==> config.mk <==
export PLATFORM = sky130hd
export DESIGN_NAME = tx_mod
export DESIGN_NICKNAME = d
export VERILOG_FILES = /design/src/rtl/tx_mod_pkg.sv /design/src/rtl/tx_mod_nco.sv /design/src/rtl/tx_mod.sv
export SDC_FILE = /design/constraint.sdc
export NUM_CORES = 1
export LEC_CHECK = 0
export BUFFER_PORTS_ARGS = -buffer_cell sky130_fd_sc_hd__buf_2
export CAP_MARGIN = 30
export CORE_UTILIZATION = 46
export CTS_CLUSTER_SIZE = 24
export DETAILED_ROUTE_END_ITERATION = 12
export GPL_TIMING_DRIVEN = 0
export PLACE_DENSITY = 0.66
export SYNTH_ARGS = -nofsm -noshare
export SYNTH_HDL_FRONTEND = slang
export SYNTH_SLANG_ARGS = --single-unit
==> constraint.sdc <==
create_clock -name i_clk -period 4.1 [get_ports i_clk]
set_clock_uncertainty 0.15 [all_clocks]
set_input_delay 0.205 -clock i_clk [delete_from_list [all_inputs] [get_ports i_clk]]
set_output_delay 0.205 -clock i_clk [all_outputs]
set_load 0.005 [all_outputs]
==> src/rtl/tx_mod_pkg.sv <==
// tx_mod_pkg: shared definitions for the TinyWhisper TX modulator.
//   - Modulation mode codes carried on i_mode.
//   - Top-level FSM state encoding.
//   - First bit of the alternating preamble pattern.
package tx_mod_pkg;

    localparam logic [1:0] MODE_OOK  = 2'b00;
    localparam logic [1:0] MODE_FSK  = 2'b01;
    localparam logic [1:0] MODE_BPSK = 2'b10;
    localparam logic [1:0] MODE_CW   = 2'b11;

    typedef enum logic [2:0] {
        StIdle,
        StPre,
        StData,
        StTail,
        StCw
    } state_e;

    // Preamble runs 1,0,1,0,... starting with this value.
    localparam logic PRE_FIRST_BIT = 1'b1;

endpackage

==> src/rtl/tx_mod_nco.sv <==
// tx_nco: phase-accumulator NCO with square-wave output.
// Ports:
//   clk    system clock (rising edge)
//   rst_n  asynchronous active-low reset, clears the accumulator
//   clr    synchronous clear to phase 0 (has priority over en)
//   en     advance accumulator by fcw this clock
//   fcw    frequency control word
//   msb    accumulator MSB, i.e. the square-wave carrier
module tx_nco #(
    parameter int unsigned ACC_W = 16
) (
    input  logic             clk,
    input  logic             rst_n,
    input  logic             clr,
    input  logic             en,
    input  logic [ACC_W-1:0] fcw,
    output logic             msb
);

    logic [ACC_W-1:0] acc_q;

    // Wraps naturally modulo 2^ACC_W.
    always_ff @(posedge clk or negedge rst_n) begin
        if (!rst_n) begin
            acc_q <= '0;
        end else if (clr) begin
            acc_q <= '0;
        end else if (en) begin
            acc_q <= acc_q + fcw;
        end
    end

    assign msb = acc_q[ACC_W-1];

endmodule

==> src/rtl/tx_mod.sv <==
// tx_mod: TinyWhisper TX carrier modulator.
// Serialises bytes LSB first after an optional 1010 preamble and modulates an NCO
// square-wave carrier with OOK, 2-FSK, BPSK or plain CW.
// Ports:
//   i_clk, i_rst_n       clock, asynchronous active-low reset
//   i_enable             block enable; low aborts to IDLE
//   i_mode               00 OOK, 01 FSK, 10 BPSK, 11 CW
//   i_fcw0, i_fcw1       NCO words for space/nominal and FSK mark
//   i_baud_div           clocks per bit minus 1
//   i_pre_len            preamble length in bytes (0 = none)
//   i_data/i_valid       byte handshake in, o_ready back
//   o_busy               FSM not idle
//   o_pa_en, o_tx_p/n    PA enable and complementary carrier pair (registered)
//   o_bit                current symbol bit (registered, debug)
module tx_mod
    import tx_mod_pkg::*;
#(
    parameter int unsigned ACC_W  = 16,
    parameter int unsigned BAUD_W = 16
) (
    input  logic              i_clk,
    input  logic              i_rst_n,
    input  logic              i_enable,
    input  logic [1:0]        i_mode,
    input  logic [ACC_W-1:0]  i_fcw0,
    input  logic [ACC_W-1:0]  i_fcw1,
    input  logic [BAUD_W-1:0] i_baud_div,
    input  logic [3:0]        i_pre_len,
    input  logic [7:0]        i_data,
    input  logic              i_valid,
    output logic              o_ready,
    output logic              o_busy,
    output logic              o_pa_en,
    output logic              o_tx_p,
    output logic              o_tx_n,
    output logic              o_bit
);

    state_e            state_q;
    logic [7:0]        shift_q;
    logic [7:0]        hold_q;
    logic              hold_full_q;
    logic [BAUD_W-1:0] baud_ctr_q;
    logic [6:0]        bit_cnt_q;
    logic              tx_p_q, tx_n_q, pa_en_q, bit_q;

    logic             bit_tick;
    logic             sym_bit;
    logic             carrier;
    logic             mod_bit;
    logic             pa_on;
    logic             accept;
    logic [ACC_W-1:0] fcw;
    logic [6:0]       pre_last;

    assign bit_tick = (baud_ctr_q == '0);
    // Index of the final preamble bit: 8*i_pre_len - 1.
    assign pre_last = {i_pre_len - 4'd1, 3'b111};

    always_comb begin
        sym_bit = 1'b0;
        case (state_q)
            StPre:   sym_bit = PRE_FIRST_BIT ^ bit_cnt_q[0];
            StData:  sym_bit = shift_q[0];
            default: sym_bit = 1'b0;
        endcase
    end

    assign fcw = (i_mode == MODE_FSK && sym_bit) ? i_fcw1 : i_fcw0;

    // Accumulator is held at 0 in IDLE so every transmission starts at phase 0.
    tx_nco #(
        .ACC_W (ACC_W)
    ) u_nco (
        .clk   (i_clk),
        .rst_n (i_rst_n),
        .clr   (state_q == StIdle),
        .en    (1'b1),
        .fcw   (fcw),
        .msb   (carrier)
    );

    always_comb begin
        mod_bit = 1'b0;
        case (state_q)
            StPre, StData: begin
                case (i_mode)
                    MODE_OOK:  mod_bit = carrier & sym_bit;
                    MODE_BPSK: mod_bit = carrier ^ ~sym_bit;
                    default:   mod_bit = carrier;
                endcase
            end
            StCw:    mod_bit = carrier;
            default: mod_bit = 1'b0;
        endcase
    end

    assign pa_on = (state_q != StIdle);

    // CW never consumes bytes, so the holding register is closed while CW is selected.
    assign o_ready = ~hold_full_q & i_enable & (state_q != StCw) & (i_mode != MODE_CW);
    assign accept  = i_valid & o_ready;

    always_ff @(posedge i_clk or negedge i_rst_n) begin
        if (!i_rst_n) begin
            state_q     <= StIdle;
            shift_q     <= '0;
            hold_q      <= '0;
            hold_full_q <= 1'b0;
            baud_ctr_q  <= '0;
            bit_cnt_q   <= '0;
            tx_p_q      <= 1'b0;
            tx_n_q      <= 1'b0;
            pa_en_q     <= 1'b0;
            bit_q       <= 1'b0;
        end else begin
            tx_p_q  <= mod_bit;
            tx_n_q  <= pa_on & ~mod_bit;
            pa_en_q <= pa_on;
            bit_q   <= sym_bit;

            if (!i_enable) begin
                state_q     <= StIdle;
                hold_full_q <= 1'b0;
                baud_ctr_q  <= i_baud_div;
                bit_cnt_q   <= '0;
            end else begin
                case (state_q)
                    StIdle: begin
                        baud_ctr_q <= i_baud_div;
                        bit_cnt_q  <= '0;
                        if (i_mode == MODE_CW) begin
                            state_q <= StCw;
                        end else if (hold_full_q) begin
                            if (i_pre_len != 4'd0) begin
                                state_q <= StPre;
                            end else begin
                                state_q     <= StData;
                                shift_q     <= hold_q;
                                hold_full_q <= 1'b0;
                            end
                        end
                    end
                    StPre: begin
                        if (bit_tick) begin
                            baud_ctr_q <= i_baud_div;
                            if (bit_cnt_q == pre_last) begin
                                bit_cnt_q   <= '0;
                                shift_q     <= hold_q;
                                hold_full_q <= 1'b0;
                                state_q     <= StData;
                            end else begin
                                bit_cnt_q <= bit_cnt_q + 7'd1;
                            end
                        end else begin
                            baud_ctr_q <= baud_ctr_q - BAUD_W'(1);
                        end
                    end
                    StData: begin
                        if (bit_tick) begin
                            baud_ctr_q <= i_baud_div;
                            shift_q    <= shift_q >> 1;
                            if (bit_cnt_q == 7'd7) begin
                                bit_cnt_q <= '0;
                                // Chain the next byte with no gap bit.
                                if (hold_full_q) begin
                                    shift_q     <= hold_q;
                                    hold_full_q <= 1'b0;
                                end else begin
                                    state_q <= StTail;
                                end
                            end else begin
                                bit_cnt_q <= bit_cnt_q + 7'd1;
                            end
                        end else begin
                            baud_ctr_q <= baud_ctr_q - BAUD_W'(1);
                        end
                    end
                    StTail: begin
                        if (bit_tick) begin
                            baud_ctr_q <= i_baud_div;
                            state_q    <= StIdle;
                        end else begin
                            baud_ctr_q <= baud_ctr_q - BAUD_W'(1);
                        end
                    end
                    StCw: begin
                        baud_ctr_q <= i_baud_div;
                        if (i_mode != MODE_CW) begin
                            state_q <= StIdle;
                        end
                    end
                    default: state_q <= StIdle;
                endcase
            end

            if (accept) begin
                hold_q      <= i_data;
                hold_full_q <= 1'b1;
            end
        end
    end

    assign o_busy  = (state_q != StIdle);
    assign o_pa_en = pa_en_q;
    assign o_tx_p  = tx_p_q;
    assign o_tx_n  = tx_n_q;
    assign o_bit   = bit_q;

endmodule
==> flow_metrics.py <==
metrics = {
    "sta": {
        "max_freq_ghz": 0.262,
        "fin_crit_sh_pct": 93.2,
        "setup_viol": 0,
        "period_needed_ps": 3820,
        "rsz0062_at_grt": "false",
        "max-slew-margin-rel_pct": 46.2,
        "hold_slack_ps": 16.8,
        "worst_pin_slew_ps": 807,
        "slew_viol_final": 0,
        "finalHoldViolations": 0,
    },
    "synth": {
        "ys_seq_area_share_pct": 38.2,
        "synth_flop_cell": "dfrtp_1",
        "synth_xor_area_share_pct": 3.94,
        "synth.distinct_cells": 54,
        "muxShareOfSynthArea_pct": 11.4,
        "ys_top_cells_by_count": "dfrtp_1, nor2_1, mux2_2",
        "synth.area.top_cells": "dfrtp_1, mux2_2, ha_1",
        "synth_compound_area_share_pct": 16.9,
        "syn_nets": 540,
        "synthSimpleGateAreaFrac_pct": 18.6,
        "synth_edf_count": 0,
        "async_reset_ff_share_pct": 100,
        "yosysTopAreaCell": "dfrtp_1",
        "yosys.area_share.adder_pct": 7.75,
        "yosysMostFrequentCell": "dfrtp_1",
        "synth_top_family_by_area": "simple AND/OR/NAND/NOR gates",
        "yosys_warnings": 0,
        "syn_inst": 449,
        "avgSynthCellArea_um2": 9.20,
        "synth.cell_area_um2": 4130,
        "ys_ff_latch": 63,
        "synth_top_area_share_pct": 38.2,
    },
    "hold_path": {
        "hold_start": "i_baud_div[1]",
        "hold_path_class": "in -> reg",
    },
    "placed_design": {
        "io_buffers": 70,
        "gp_congestion": 0.885,
        "post-dp-hpwl_mm": 6.86,
        "place_area_um2": 4620,
    },
    "layout": {
        "diodes": 0,
        "design_area_um2": 4930,
        "drive_above_1_share_pct": 25.6,
        "final_nets": 633,
        "fillers": 819,
        "syn2layout_area_growth_pct": 19.3,
    },
    "route": {
        "wl_met2_mm": 4.54,
        "met1Wirelength_mm": 4.30,
        "drt-initial-drc-count": 145,
        "wirelength_mm": 9.34,
        "viasPerCell": 5.56,
        "drt-pass1-iter-count": 4,
        "vias": 3644,
        "wire_per_inst_um": 14.3,
        "top_layer_used": "met4",
        "dr_wl_met3_um": 418,
        "route.detailed.drc": 0,
        "ant_nets": 0,
    },
    "setup_path": {
        "path_class": "reg -> reg",
        "cpPeakStageDelay_ps": 440,
        "startpoint_type": "flop",
        "crit_start": "state_q[0]",
        "r2r_start": "state_q[0]",
        "cp_top_family": "compound AO/OA/AOI/OAI gates",
        "cp.required_ps": 4150,
        "path_max_fanout": 10,
        "path_buf_inv": 3,
        "cp-end-kind": "flop",
        "cpMaxStageDelayCell": "a2111o_1",
        "crit_arrival_ps": 3870,
        "path_cells": "buf_1 > and3b_1 > o2111ai_4 > clkbuf_2 > mux2_2 > ha_1 > inv_1 > fa_1 > nand3b_1 > a2111o_1 > nand4b_1 > a31oi_1 > xor2_1 > nor2_1",
    },
    "clock_network": {
        "clock_sinks": 63,
        "cts_buffers": 9,
        "clkLatencyLatePin_ps": 340,
        "cts_setup_buffers": 0,
        "cts.reportedPaths.clkPinSlew_ps": 70,
        "clock_path_buffers": 2,
        "cts_tree": "done",
        "h-tree-depth": 3,
        "root_buffer": "clkbuf_8",
    },
    "die": {
        "die_area_um2": 9360,
        "die_h_um": 96.8,
        "initial_core_util_pct": 47.4,
        "rows": 34,
        "num_io_pins": 72,
        "core_area_um2": 8720,
        "die_w_um": 96.8,
    },
    "power_and_ir_drop": {
        "peakVddDrop_v": 0.000239,
        "static-leakage-power_nw": 2.33,
        "p_per_area_nw_per_um2": 486,
    },
    "grt": {
        "antenna_found_initial": 0,
        "grt_pass1_vias": 3571,
        "grt_pass1_wl_mm": 16.3,
        "grt_max_degree": 64,
        "grt_overflow": 0,
        "grtUsageTotal_pct": 21.1,
    },
    "outcome": {
        "outcome": "complete, no violations",
    },
    "flow_run": {
        "maxCapViolCount": 0,
    },
}
## cells in the final DEF, fill, tap and decap left out, drive strengths merged, types with 3 or more instances in the layout
| cell type | count |
|---|---|
| a211oi | 6 |
| a21o | 8 |
| a21oi | 38 |
| a22o | 5 |
| a31oi | 5 |
| and2 | 6 |
| and3 | 4 |
| buf | 73 |
| clkbuf | 28 |
| clkinv | 4 |
| dfrtp | 63 |
| dlygate4sd3 | 11 |
| ha | 24 |
| inv | 17 |
| mux2 | 40 |
| nand2 | 24 |
| nand3 | 13 |
| nand3b | 3 |
| nand4 | 4 |
| nor2 | 52 |
| nor2b | 5 |
| nor3 | 15 |
| nor4 | 8 |
| o21a | 4 |
| o21ai | 31 |
| o22ai | 3 |
| or2 | 4 |
| or3 | 4 |
| xnor2 | 6 |
| xor2 | 10 |
## power by group
group          switching, mW  total (mW)  internal, mW
clock                  0.243       0.491         0.249
sequential             0.119       0.919         0.800
combinational          0.537       0.986         0.449
total                  0.899        2.40          1.50
## worst register-to-register path, stage by stage, from the launching register on
cell,delay [ps]
dfrtp_1,360
buf_1,330
and3b_1,270
o2111ai_4,340
clkbuf_2,340
mux2_2,200
ha_1,160
inv_1,60
fa_1,420
nand3b_1,200
a2111o_1,440
nand4b_1,120
a31oi_1,100
xor2_1,140
nor2_1,50
## repair_timing
item / CTS / global route
hold endpoints to repair: 73 / 0
hold buffers: 11 / 0
resized for setup: 2 / 3
setup endpoints to repair: 8 / 5
## worst paths after layout
| kind | endpoint | slack (ps) | cells past startpoint |
|---|---|---|---|
| worst max-delay path | u_nco.acc_q[12] | 280 | 14 |
| worst min-delay path | baud_ctr_q[1] | 20 | 3 |
| worst max register to register | u_nco.acc_q[12] | 280 | 14 |
| worst min register to register | hold_q[5] | 350 | 1 |
| max in group asynchronous | bit_cnt_q[0] | 2920 | 2 |
| min in group asynchronous | baud_ctr_q[7] | 340 | 2 |
## registers in the layout, summed over array words and instances, names as in the netlist
name / count
hold_q: 8
state_q: 3
baud_ctr_q: 16
shift_q: 8
hold_full_q: 1
u_nco.acc_q: 16
o_tx_n: 1
o_bit: 1
bit_cnt_q: 7
o_pa_en: 1
o_tx_p: 1
## cells by family after synthesis
logic type,after synthesis
AND/OR/NAND/NOR,153
AO/OA/AOI/OAI,114
flip-flops,63
multiplexers,42
buffers and inverters,35
adder cells (fa/ha/maj),25
XOR/XNOR,17
## per-layer routing
layer  vias up  GRT usage, %
li1       1817             -
met1      1742          27.1
met5         -             0
met2        77          35.9
met4         0          5.28
met3         8          4.91
## stage by stage
| step | power, mW | instances | utilization (%) | worst slack, ps | TNS (ps) |
|---|---|---|---|---|---|
| after global routing | 2.58 | 655 | 56.5 | 0.779 | 0 |
| after CTS | 2.40 | 655 | 56.4 | 17.0 | 0 |
| after floorplan | 1.64 | 449 | - | 378 | 0 |
| after global placement | 1.86 | 627 | 52.9 | -301 | -1440 |
| after detailed placement | 1.90 | 628 | 53.0 | -358 | -1800 |
| final | 2.40 | 655 | 56.5 | 280 | 0 |
## final cells by class
type	count	area (um2)	area share, %
inverter	17	63.8	1.29
sequential	63	1580	32.0
buffer	18	72.6	1.47
timing repair buffer	82	468	9.49
clock buffer	12	155	3.15
multi-input combinational	351	2440	49.5
clock inverter	4	20.0	0.406
tap	108	135	2.74
No activity file was read; power rests on OpenSTA's default activity.
